## config.mk

```make
export PLATFORM = sky130hd
export DESIGN_NAME = regfile_sequencer_flat
export DESIGN_NICKNAME = d
export VERILOG_FILES = /design/src/rtl/regfile_sequencer_if.sv /design/src/rtl/regfile_sequencer.sv /design/src/flat_wrapper.sv
export SDC_FILE = /design/constraint.sdc
export NUM_CORES = 1
export LEC_CHECK = 0
export CORE_MARGIN = 5
export CORE_UTILIZATION = 39
export DETAILED_ROUTE_END_ITERATION = 6
export GPL_ROUTABILITY_DRIVEN = 0
export PLACE_DENSITY = 0.76
export SYNTH_ARGS = -nofsm -noshare
export SYNTH_HDL_FRONTEND = slang
export SYNTH_SLANG_ARGS = --single-unit
```

## constraint.sdc

```tcl
create_clock -name CLOCK -period 1.8 [get_ports CLOCK]
set_clock_uncertainty 0.15 [all_clocks]
set_input_delay 0.45 -clock CLOCK [delete_from_list [all_inputs] [get_ports CLOCK]]
set_output_delay 0.45 -clock CLOCK [all_outputs]
set_load 0.03 [all_outputs]
```

## src/rtl/regfile_sequencer_if.sv

```systemverilog
// Instruction, register-file, datapath and data-memory signals of the sequencer.
// master: the sequencer; slave: the datapath/memory/instruction source side.
interface regfile_sequencer_if;
   logic [31:0] INSTR;
   logic        INSTR_VALID;
   logic        INSTR_READY;
   logic [7:0]  ALU_RESULT;
   logic [7:0]  MEM_READDATA;
   logic        MEM_BUSYWAIT;
   logic [2:0]  OUT1ADDRESS;
   logic [2:0]  OUT2ADDRESS;
   logic [2:0]  INADDRESS;
   logic [7:0]  IN;
   logic        WRITE;
   logic [2:0]  ALUOP;
   logic        NEG_SEL;
   logic        IMM_SEL;
   logic [7:0]  IMM;
   logic        MEM_READ;
   logic        MEM_WRITE;
   logic [7:0]  ILLEGAL_CNT;

   modport master (
      input  INSTR, INSTR_VALID, ALU_RESULT,
      input  MEM_READDATA, MEM_BUSYWAIT,
      output INSTR_READY, OUT1ADDRESS, OUT2ADDRESS,
      output INADDRESS, IN, WRITE,
      output ALUOP, NEG_SEL, IMM_SEL, IMM,
      output MEM_READ, MEM_WRITE, ILLEGAL_CNT
   );

   modport slave (
      output INSTR, INSTR_VALID, ALU_RESULT,
      output MEM_READDATA, MEM_BUSYWAIT,
      input  INSTR_READY, OUT1ADDRESS, OUT2ADDRESS,
      input  INADDRESS, IN, WRITE,
      input  ALUOP, NEG_SEL, IMM_SEL, IMM,
      input  MEM_READ, MEM_WRITE, ILLEGAL_CNT
   );
endinterface

```

## src/rtl/regfile_sequencer.sv

```systemverilog
// Multi-cycle instruction sequencer for an 8-bit register-file datapath.
// Define ILLEGAL_OP_CNT_EN to build the saturating illegal-opcode counter.
module regfile_sequencer (
   input logic          CLOCK,
   input logic          RESET,
   regfile_sequencer_if.master bus
);
   typedef enum logic [2:0] {
      IDLE, DECODE, EXEC, MEMWAIT, WB
   } state_t;

   typedef struct packed {
      logic [7:0] op;
      logic [2:0] dest;
      logic [2:0] src1;
      logic [7:0] imm;
   } instr_t;

   localparam logic [7:0] OP_LOADI = 8'h00;
   localparam logic [7:0] OP_MOV   = 8'h01;
   localparam logic [7:0] OP_ADD   = 8'h02;
   localparam logic [7:0] OP_SUB   = 8'h03;
   localparam logic [7:0] OP_AND   = 8'h04;
   localparam logic [7:0] OP_OR    = 8'h05;
   localparam logic [7:0] OP_LWD   = 8'h08;
   localparam logic [7:0] OP_SWD   = 8'h0A;

   state_t state, state_nx;
   instr_t ir_q, ir_nx;

   logic       ready_q, ready_nx;
   logic [2:0] out1_q, out1_nx;
   logic [2:0] out2_q, out2_nx;
   logic [7:0] imm_q, imm_nx;
   logic [2:0] aluop_q, aluop_nx;
   logic       neg_q, neg_nx;
   logic       immsel_q, immsel_nx;
   logic [2:0] inaddr_q, inaddr_nx;
   logic [7:0] in_q, in_nx;
   logic       write_q, write_nx;
   logic       rd_q, rd_nx;
   logic       wr_q, wr_nx;

   logic       is_alu, is_lwd, is_swd, legal;
   logic [2:0] dec_aluop;
   logic       dec_neg, dec_imm;

   always_comb begin
      is_alu    = 1'b0;
      is_lwd    = 1'b0;
      is_swd    = 1'b0;
      dec_aluop = 3'b000;
      dec_neg   = 1'b0;
      dec_imm   = 1'b0;
      unique case (ir_q.op)
         OP_LOADI: begin
            is_alu  = 1'b1;
            dec_imm = 1'b1;
         end
         OP_MOV: is_alu = 1'b1;
         OP_ADD: begin
            is_alu    = 1'b1;
            dec_aluop = 3'b001;
         end
         OP_SUB: begin
            is_alu    = 1'b1;
            dec_aluop = 3'b001;
            dec_neg   = 1'b1;
         end
         OP_AND: begin
            is_alu    = 1'b1;
            dec_aluop = 3'b010;
         end
         OP_OR: begin
            is_alu    = 1'b1;
            dec_aluop = 3'b011;
         end
         OP_LWD: is_lwd = 1'b1;
         OP_SWD: is_swd = 1'b1;
         default: ;
      endcase
   end

   assign legal = is_alu | is_lwd | is_swd;

   always_ff @(posedge CLOCK or posedge RESET) begin
      if (RESET) state <= IDLE;
      else       state <= state_nx;
   end

   // Every output is the registered copy of its *_nx value.
   always_comb begin
      state_nx  = state;
      ir_nx     = ir_q;
      ready_nx  = 1'b0;
      out1_nx   = out1_q;
      out2_nx   = out2_q;
      imm_nx    = imm_q;
      aluop_nx  = aluop_q;
      neg_nx    = neg_q;
      immsel_nx = immsel_q;
      inaddr_nx = inaddr_q;
      in_nx     = in_q;
      write_nx  = 1'b0;
      rd_nx     = 1'b0;
      wr_nx     = 1'b0;
      unique case (state)
         IDLE: begin
            ready_nx = 1'b1;
            if (ready_q && bus.INSTR_VALID) begin
               ir_nx.op   = bus.INSTR[31:24];
               ir_nx.dest = bus.INSTR[18:16];
               ir_nx.src1 = bus.INSTR[10:8];
               ir_nx.imm  = bus.INSTR[7:0];
               ready_nx   = 1'b0;
               state_nx   = DECODE;
            end
         end
         DECODE: begin
            out1_nx   = ir_q.src1;
            out2_nx   = ir_q.imm[2:0];
            imm_nx    = ir_q.imm;
            aluop_nx  = dec_aluop;
            neg_nx    = dec_neg;
            immsel_nx = dec_imm;
            state_nx  = legal ? EXEC : IDLE;
         end
         EXEC: begin
            if (is_alu) begin
               in_nx    = bus.ALU_RESULT;
               state_nx = WB;
            end else begin
               rd_nx    = is_lwd;
               wr_nx    = is_swd;
               state_nx = MEMWAIT;
            end
         end
         MEMWAIT: begin
            if (bus.MEM_BUSYWAIT) begin
               rd_nx = rd_q;
               wr_nx = wr_q;
            end else if (is_lwd) begin
               in_nx    = bus.MEM_READDATA;
               state_nx = WB;
            end else begin
               state_nx = IDLE;
            end
         end
         WB: begin
            write_nx  = 1'b1;
            inaddr_nx = ir_q.dest;
            state_nx  = IDLE;
         end
         default: state_nx = IDLE;
      endcase
   end

   always_ff @(posedge CLOCK or posedge RESET) begin
      if (RESET) begin
         ir_q     <= '0;
         ready_q  <= 1'b1;
         out1_q   <= '0;
         out2_q   <= '0;
         imm_q    <= '0;
         aluop_q  <= '0;
         neg_q    <= 1'b0;
         immsel_q <= 1'b0;
         inaddr_q <= '0;
         in_q     <= '0;
         write_q  <= 1'b0;
         rd_q     <= 1'b0;
         wr_q     <= 1'b0;
      end else begin
         ir_q     <= ir_nx;
         ready_q  <= ready_nx;
         out1_q   <= out1_nx;
         out2_q   <= out2_nx;
         imm_q    <= imm_nx;
         aluop_q  <= aluop_nx;
         neg_q    <= neg_nx;
         immsel_q <= immsel_nx;
         inaddr_q <= inaddr_nx;
         in_q     <= in_nx;
         write_q  <= write_nx;
         rd_q     <= rd_nx;
         wr_q     <= wr_nx;
      end
   end

`ifdef ILLEGAL_OP_CNT_EN
   logic [7:0] ill_q;

   always_ff @(posedge CLOCK or posedge RESET) begin
      if (RESET)
         ill_q <= '0;
      else if (state == DECODE && !legal && ill_q != 8'hFF)
         ill_q <= ill_q + 8'd1;
   end

   assign bus.ILLEGAL_CNT = ill_q;
`else
   assign bus.ILLEGAL_CNT = 8'h00;
`endif

   assign bus.INSTR_READY = ready_q;
   assign bus.OUT1ADDRESS = out1_q;
   assign bus.OUT2ADDRESS = out2_q;
   assign bus.IMM         = imm_q;
   assign bus.ALUOP       = aluop_q;
   assign bus.NEG_SEL     = neg_q;
   assign bus.IMM_SEL     = immsel_q;
   assign bus.INADDRESS   = inaddr_q;
   assign bus.IN          = in_q;
   assign bus.WRITE       = write_q;
   assign bus.MEM_READ    = rd_q;
   assign bus.MEM_WRITE   = wr_q;
endmodule

```

## src/flat_wrapper.sv

```systemverilog
// flat-port wrapper written by rule: the top's interface ports become plain ports
module regfile_sequencer_flat 
  (CLOCK, RESET, bus_INSTR, bus_INSTR_VALID, bus_ALU_RESULT, bus_MEM_READDATA, bus_MEM_BUSYWAIT, bus_INSTR_READY, bus_OUT1ADDRESS, bus_OUT2ADDRESS, bus_INADDRESS, bus_IN, bus_WRITE, bus_ALUOP, bus_NEG_SEL, bus_IMM_SEL, bus_IMM, bus_MEM_READ, bus_MEM_WRITE, bus_ILLEGAL_CNT);
  regfile_sequencer_if bus_i ();
  input logic CLOCK;
  input logic RESET;
  input wire logic [$bits(bus_i.INSTR)-1:0] bus_INSTR;
  input wire logic [$bits(bus_i.INSTR_VALID)-1:0] bus_INSTR_VALID;
  input wire logic [$bits(bus_i.ALU_RESULT)-1:0] bus_ALU_RESULT;
  input wire logic [$bits(bus_i.MEM_READDATA)-1:0] bus_MEM_READDATA;
  input wire logic [$bits(bus_i.MEM_BUSYWAIT)-1:0] bus_MEM_BUSYWAIT;
  output wire logic [$bits(bus_i.INSTR_READY)-1:0] bus_INSTR_READY;
  output wire logic [$bits(bus_i.OUT1ADDRESS)-1:0] bus_OUT1ADDRESS;
  output wire logic [$bits(bus_i.OUT2ADDRESS)-1:0] bus_OUT2ADDRESS;
  output wire logic [$bits(bus_i.INADDRESS)-1:0] bus_INADDRESS;
  output wire logic [$bits(bus_i.IN)-1:0] bus_IN;
  output wire logic [$bits(bus_i.WRITE)-1:0] bus_WRITE;
  output wire logic [$bits(bus_i.ALUOP)-1:0] bus_ALUOP;
  output wire logic [$bits(bus_i.NEG_SEL)-1:0] bus_NEG_SEL;
  output wire logic [$bits(bus_i.IMM_SEL)-1:0] bus_IMM_SEL;
  output wire logic [$bits(bus_i.IMM)-1:0] bus_IMM;
  output wire logic [$bits(bus_i.MEM_READ)-1:0] bus_MEM_READ;
  output wire logic [$bits(bus_i.MEM_WRITE)-1:0] bus_MEM_WRITE;
  output wire logic [$bits(bus_i.ILLEGAL_CNT)-1:0] bus_ILLEGAL_CNT;
  assign bus_i.INSTR = bus_INSTR;
  assign bus_i.INSTR_VALID = bus_INSTR_VALID;
  assign bus_i.ALU_RESULT = bus_ALU_RESULT;
  assign bus_i.MEM_READDATA = bus_MEM_READDATA;
  assign bus_i.MEM_BUSYWAIT = bus_MEM_BUSYWAIT;
  assign bus_INSTR_READY = bus_i.INSTR_READY;
  assign bus_OUT1ADDRESS = bus_i.OUT1ADDRESS;
  assign bus_OUT2ADDRESS = bus_i.OUT2ADDRESS;
  assign bus_INADDRESS = bus_i.INADDRESS;
  assign bus_IN = bus_i.IN;
  assign bus_WRITE = bus_i.WRITE;
  assign bus_ALUOP = bus_i.ALUOP;
  assign bus_NEG_SEL = bus_i.NEG_SEL;
  assign bus_IMM_SEL = bus_i.IMM_SEL;
  assign bus_IMM = bus_i.IMM;
  assign bus_MEM_READ = bus_i.MEM_READ;
  assign bus_MEM_WRITE = bus_i.MEM_WRITE;
  assign bus_ILLEGAL_CNT = bus_i.ILLEGAL_CNT;
  regfile_sequencer u_core (.CLOCK(CLOCK), .RESET(RESET), .bus(bus_i));
endmodule
```

Word-level counts from Yosys, hierarchy flattened --
Cells that the tools add are included.
Cells by class: shifts and indexed selects 0, bitwise logic cells 2, reductions and logical operators 9, add/sub/neg operators 0, order comparisons 0, mux-type cells 24, equal/unequal tests 15, multiply operators 0, divide/modulo/power cells 0
Operators with widths (count):
- 8-bit two-way mux | 3
- 8-bit by 2-bit == test with 1-bit output (second input constant) | 2
- 8-bit by 3-bit == test with 1-bit output (second input constant) | 2
- 8-bit by 4-bit == test with 1-bit output (second input constant) | 2
- 8-bit one-hot mux with 2 select lines | 1
- 3-bit two-way mux | 4
- 3-bit one-hot mux with 4 select lines | 1
- 1-bit two-way mux | 11
- 8-bit by 1-bit == test with 1-bit output (second input constant) | 1
- 8-bit zero test | 1
- 3-bit by 2-bit == test with 1-bit output (second input constant) | 2
- 2-bit by 1-bit != test with 1-bit output (second input constant) | 3
- 2-bit one-hot mux with 3 select lines | 1
- 6-bit OR reduction | 1
- 1-bit one-hot mux with 2 select lines | 2
- 2-bit AND reduction | 2
- 4-bit AND reduction | 1
- 3-bit by 1-bit == test with 1-bit output (second input constant) | 1
- 3-bit == test (second input constant) | 1
- 3-bit zero test | 1
- 2-bit two-way mux | 1
- 2-bit != test (second input constant) | 1
- 1-bit OR | 2
- 2-bit nonzero test | 1
- other kinds (2) | 2
Word-level totals: bits in latches 0, memory bits (writable) 0, output and inout bits 42, flip-flop bits (word level) 59, bits of input ports 52, memory bits (read-only) 0, memories 0, word-level logic and storage cells 67

Logic depth before layout (Yosys ltp) --
Gate-level depths: netlist of the first run.
word-level depth 7, depth in mapped cells 5, gate-level depth less buffers 4

Worst setup path before layout of the first run --
OpenSTA, ideal clock, no wires.
kind flip-flop to flip-flop, from reg u_core.ready_q, in the netlist u_core.bus.INSTR_READY, to reg u_core.ir_q[0] (netlist name), data required time 1525 ps, period minus slack after synthesis 1898 ps, slack -98 ps, setup time 125 ps, stages on the path, launching flop included 5, path buffers 1, data arrival time 1623 ps, path through dfstp_2 nand2_1 nor4_2 buf_2 mux2_2
On the way: longest elaborated chain between the ends 2
Ends and longest elaborated chain:
- start, declared | line regfile_sequencer.sv:31 | logic ready_q, ready_nx;
- start signal, assigned | line regfile_sequencer.sv:175 | ready_q <= ready_nx;
- 1-bit logical AND | line regfile_sequencer.sv:110 | if (ready_q && bus.INSTR_VALID) begin
- 2-bit AND reduction (no line)
- end signal, assigned | line regfile_sequencer.sv:174 | ir_q <= ir_nx;
- end, declared | line regfile_sequencer.sv:29 | instr_t ir_q, ir_nx;
No other way between the ends. A chain may end at the register's enable or synchronous reset.

Worst setup path after layout of the first run --
from reg u_core.ir_q[21] (netlist name), to reg u_core.neg_q, in the netlist u_core.bus.NEG_SEL
On the way: longest elaborated chain between the ends 2
Ends and longest elaborated chain:
- 8-bit by 2-bit == test with 1-bit output | line regfile_sequencer.sv:55 | unique case (ir_q.op)
- 1-bit two-way mux | line regfile_sequencer.sv:55
- end signal, assigned | line regfile_sequencer.sv:180 | neg_q <= neg_nx;
- end, declared | line regfile_sequencer.sv:36 | logic neg_q, neg_nx;
No other way between the ends.

==> metrics.cfg, run 1 <==
[status]
status=finished, violations left
violations=negative setup slack

[yosys]
synth_area_um2=2390
synthArstFlopShare_pct=100.0
synth-edff-count=0
synthCells=207
synth_top_area_share_pct=56.54
yosysMostFrequentCell=dfrtp_1
yosysUniqueCellTypes=38
synthMuxAreaShare_pct=12.20
yosys.area_share.xor_xnor_pct=0
yosys_warnings=0
synth_top_family_by_area=simple AND/OR/NAND/NOR gates
synth_seq_area_share_pct=57.64
syn_avg_cell_area_um2=11.54
synthSimpleGateAreaFrac_pct=15.18
yosysTopAreaCell=dfrtp_1
synth_ff_type=dfrtp_1
synth_compound_area_share_pct=8.901
synthTopCellsByCount=54 x dfrtp_1, 46 x nand2_1, 23 x mux2_2
synth_adder_area_share_pct=0
ys_ff_latch=55
yosys-top-cells-area=dfrtp_1 57%, mux2_2 11%, nand2_1 7.2%

[finish]
stdcell_area_um2=3342
multi_input_area_um2=925.9
register_area_um2=1378
drive_gt1_share_pct=19.59
insertedDiodeCount=0
nets=342
area.growth.synth_to_final_pct=39.84
fill_cells=533
utilization_pct=56.11

[cts]
clock_path_buffers=2
cts_hold_buf=0
h-tree-depth=2
cts_root_buffer=clkbuf_8
clk_pin_slew_worst_paths_ns=0.10
post_cts_buffers=0
cts_sinks=55
insertion_delay_ns=0.31
cts_tree=done
cts_buffers=5

[grt]
overflow=0
grt_use_met3_pct=2.793
grt_pass1_wl_um=8397
grt_max_degree=25
grtUsageMet2_pct=22.91
globalRoute.busiestLayer=met2
grt_pass1_vias=1793
grt_usage_pct=13.74
antenna_found_initial=0
use_met1_pct=17.97

[timing]
period_share_pct=100.6
holdWs_ns=0.2885
rsz0062_at_grt=yes
setup_viol=1
tns_ns=-0.01043
slew_viol_final=0
fmax_mhz=552.4
final_hold_viol_count=0
post-route-min-period_ns=1.810
finalWorstSetupSlack_ns=-0.01043

[critical_path]
cp.arrival_ns=1.89
start_kind=flop
path_class=flop to flop
setup.worst_path.end_class=flop
critPathMaxFanout=8
worstPathRequired_ns=1.88

[power]
combPwrFrac_pct=42.0
power_density_nw_per_um2=1367
p_int_mw=2.810
leakagePower_nw=1.537
p_clk_share_pct=14.9
netSwitchingFraction_pct=38.50
vdd_ir_drop_max_v=0.0007590
seqPwrFrac_pct=43.1
netSwitchingPower_mw=1.759

[placement]
pre_cts_ws_ns=-0.2585
numPortBuffers=74
dp_hpwl_um=3925
place_area_um2=3272

[hold_path]
hp-class=primary input to async pin

[route]
firstDrtPassIters=4
num_vias=1776
drc_errors=0
routed_wirelength_um=5122
avgViaCountPerCell=4.852
postRouteAntennaNets=0
avgRoutedWirePerCell_um=13.99
drt_iter0_drc=55

[floorplanning]
start_util_pct=40.13
placementRows=28
die_h_um=88.28
core_um2=5956
die_area_um2=7793
io_pins=94
die_w_um=88.28

[job]
maxCapViolCount=0

-- timing repair --
item | 4_1_cts | 5_1_grt
resized for setup | 32 | 2
endpoints found under the setup margin | 32 | 9
pin swaps | 0 | 1
-- worst paths after layout --
kind | cells after the start | start | slack, ns | to
max in group asynchronous | 3 | RESET | 0.80 | u_core.bus.MEM_WRITE
min reg2reg | 2 | u_core.bus.IMM_SEL | 0.32 | u_core.bus.IMM_SEL
max reg2reg | 3 | u_core.ir_q[21] | -0.01 | u_core.bus.NEG_SEL
min | 2 | RESET | 0.29 | u_core.bus.ALUOP[1]
max | 3 | u_core.ir_q[21] | -0.01 | u_core.bus.NEG_SEL
min in group CLOCK | 2 | u_core.bus.IMM_SEL | 0.32 | u_core.bus.IMM_SEL
-- critical path, cell delays in order (launching register included) --
cell and delay, ns:
dfrtp_1 0.40, or4_4 0.61, or4_4 0.44, o21ai_2 0.13
-- final cells by class --
| cell class | instances | share of cell area, % |
|---|---|---|
| clock inverters | 3 | 0.7488 |
| repair buffers | 90 | 25.23 |
| flip-flops and latches | 55 | 41.22 |
| clock buffers | 5 | 2.059 |
| well taps | 75 | 2.808 |
| multi-input cells | 137 | 27.70 |
| inverters | 1 | 0.2246 |
-- cell usage in the layout, fill, tap and decap left out, drive strengths merged, types with 2 or more instances in the layout --
master / instances
dfrtp: 54
nand2: 46
clkdlybuf4s50: 41
dlygate4sd2: 32
mux2: 25
buf: 17
o21ai: 10
conb: 9
or3: 8
a2bb2oi: 8
clkbuf: 5
a21oi: 4
nor2: 3
nor3b: 2
nand3b: 2
or4: 2
nand3: 2
nor2b: 2
clkinvlp: 2
clkinv: 2
-- logic make-up (layout without fill, tap and decap cells) --
logic type | Yosys count | after routing
and+or+nand+nor | 73 | 73
buffers and inverters | 23 | 99
other | 1 | 9
DFF | 55 | 55
AOI/OAI and AO/OA | 29 | 29
muxes | 26 | 26
-- per-stage QoR --
| stage | total power, mW | std cells |
|---|---|---|
| global placement | 3.985 | 358 |
| global route | 4.891 | 366 |
| floorplan | 3.303 | 215 |
| CTS | 4.603 | 366 |
| finish | 4.569 | 366 |
| detailed placement | 4.057 | 358 |
-- registers in the layout, summed over array words and instances (netlist names) --
name	flops
u_core.bus.ALUOP	2
u_core.state	3
u_core.bus.INADDRESS	3
u_core.bus.WRITE	1
u_core.bus.OUT1ADDRESS	3
u_core.bus.IMM	8
u_core.bus.IN	8
u_core.bus.MEM_WRITE	1
u_core.ir_q	22
u_core.bus.IMM_SEL	1
u_core.bus.NEG_SEL	1
u_core.bus.MEM_READ	1
u_core.bus.INSTR_READY	1
-- power groups by stage --
stage,Combinational [mW],Sequential (mW),Clock [mW]
finish,1.92,1.97,0.680
global route,2.09,2.04,0.762
CTS,1.93,1.96,0.709
detailed placement,2.06,1.99,0
global placement,2.01,1.97,0
floorplan,1.06,2.25,0
-- per-layer routing --
metal	wire, µm	vias up	share of wire, %
met5	0	-	0
met1	2221	854	43
met3	351	6	6.9
li1	-	862	-
met2	2495	54	49
met4	54	0	1.1
Power figures use the tool's default switching activity.
==> run 2: changes to the inputs <==
--- a/config.mk
+++ b/config.mk
@@ -8,7 +8,6 @@
 export CORE_MARGIN = 5
 export CORE_UTILIZATION = 39
 export DETAILED_ROUTE_END_ITERATION = 6
-export GPL_ROUTABILITY_DRIVEN = 0
 export PLACE_DENSITY = 0.76
 export SYNTH_ARGS = -nofsm -noshare
 export SYNTH_HDL_FRONTEND = slang
==> results of run 2 <==
The final DEF is identical to that of run 1; final timing and power are the same.
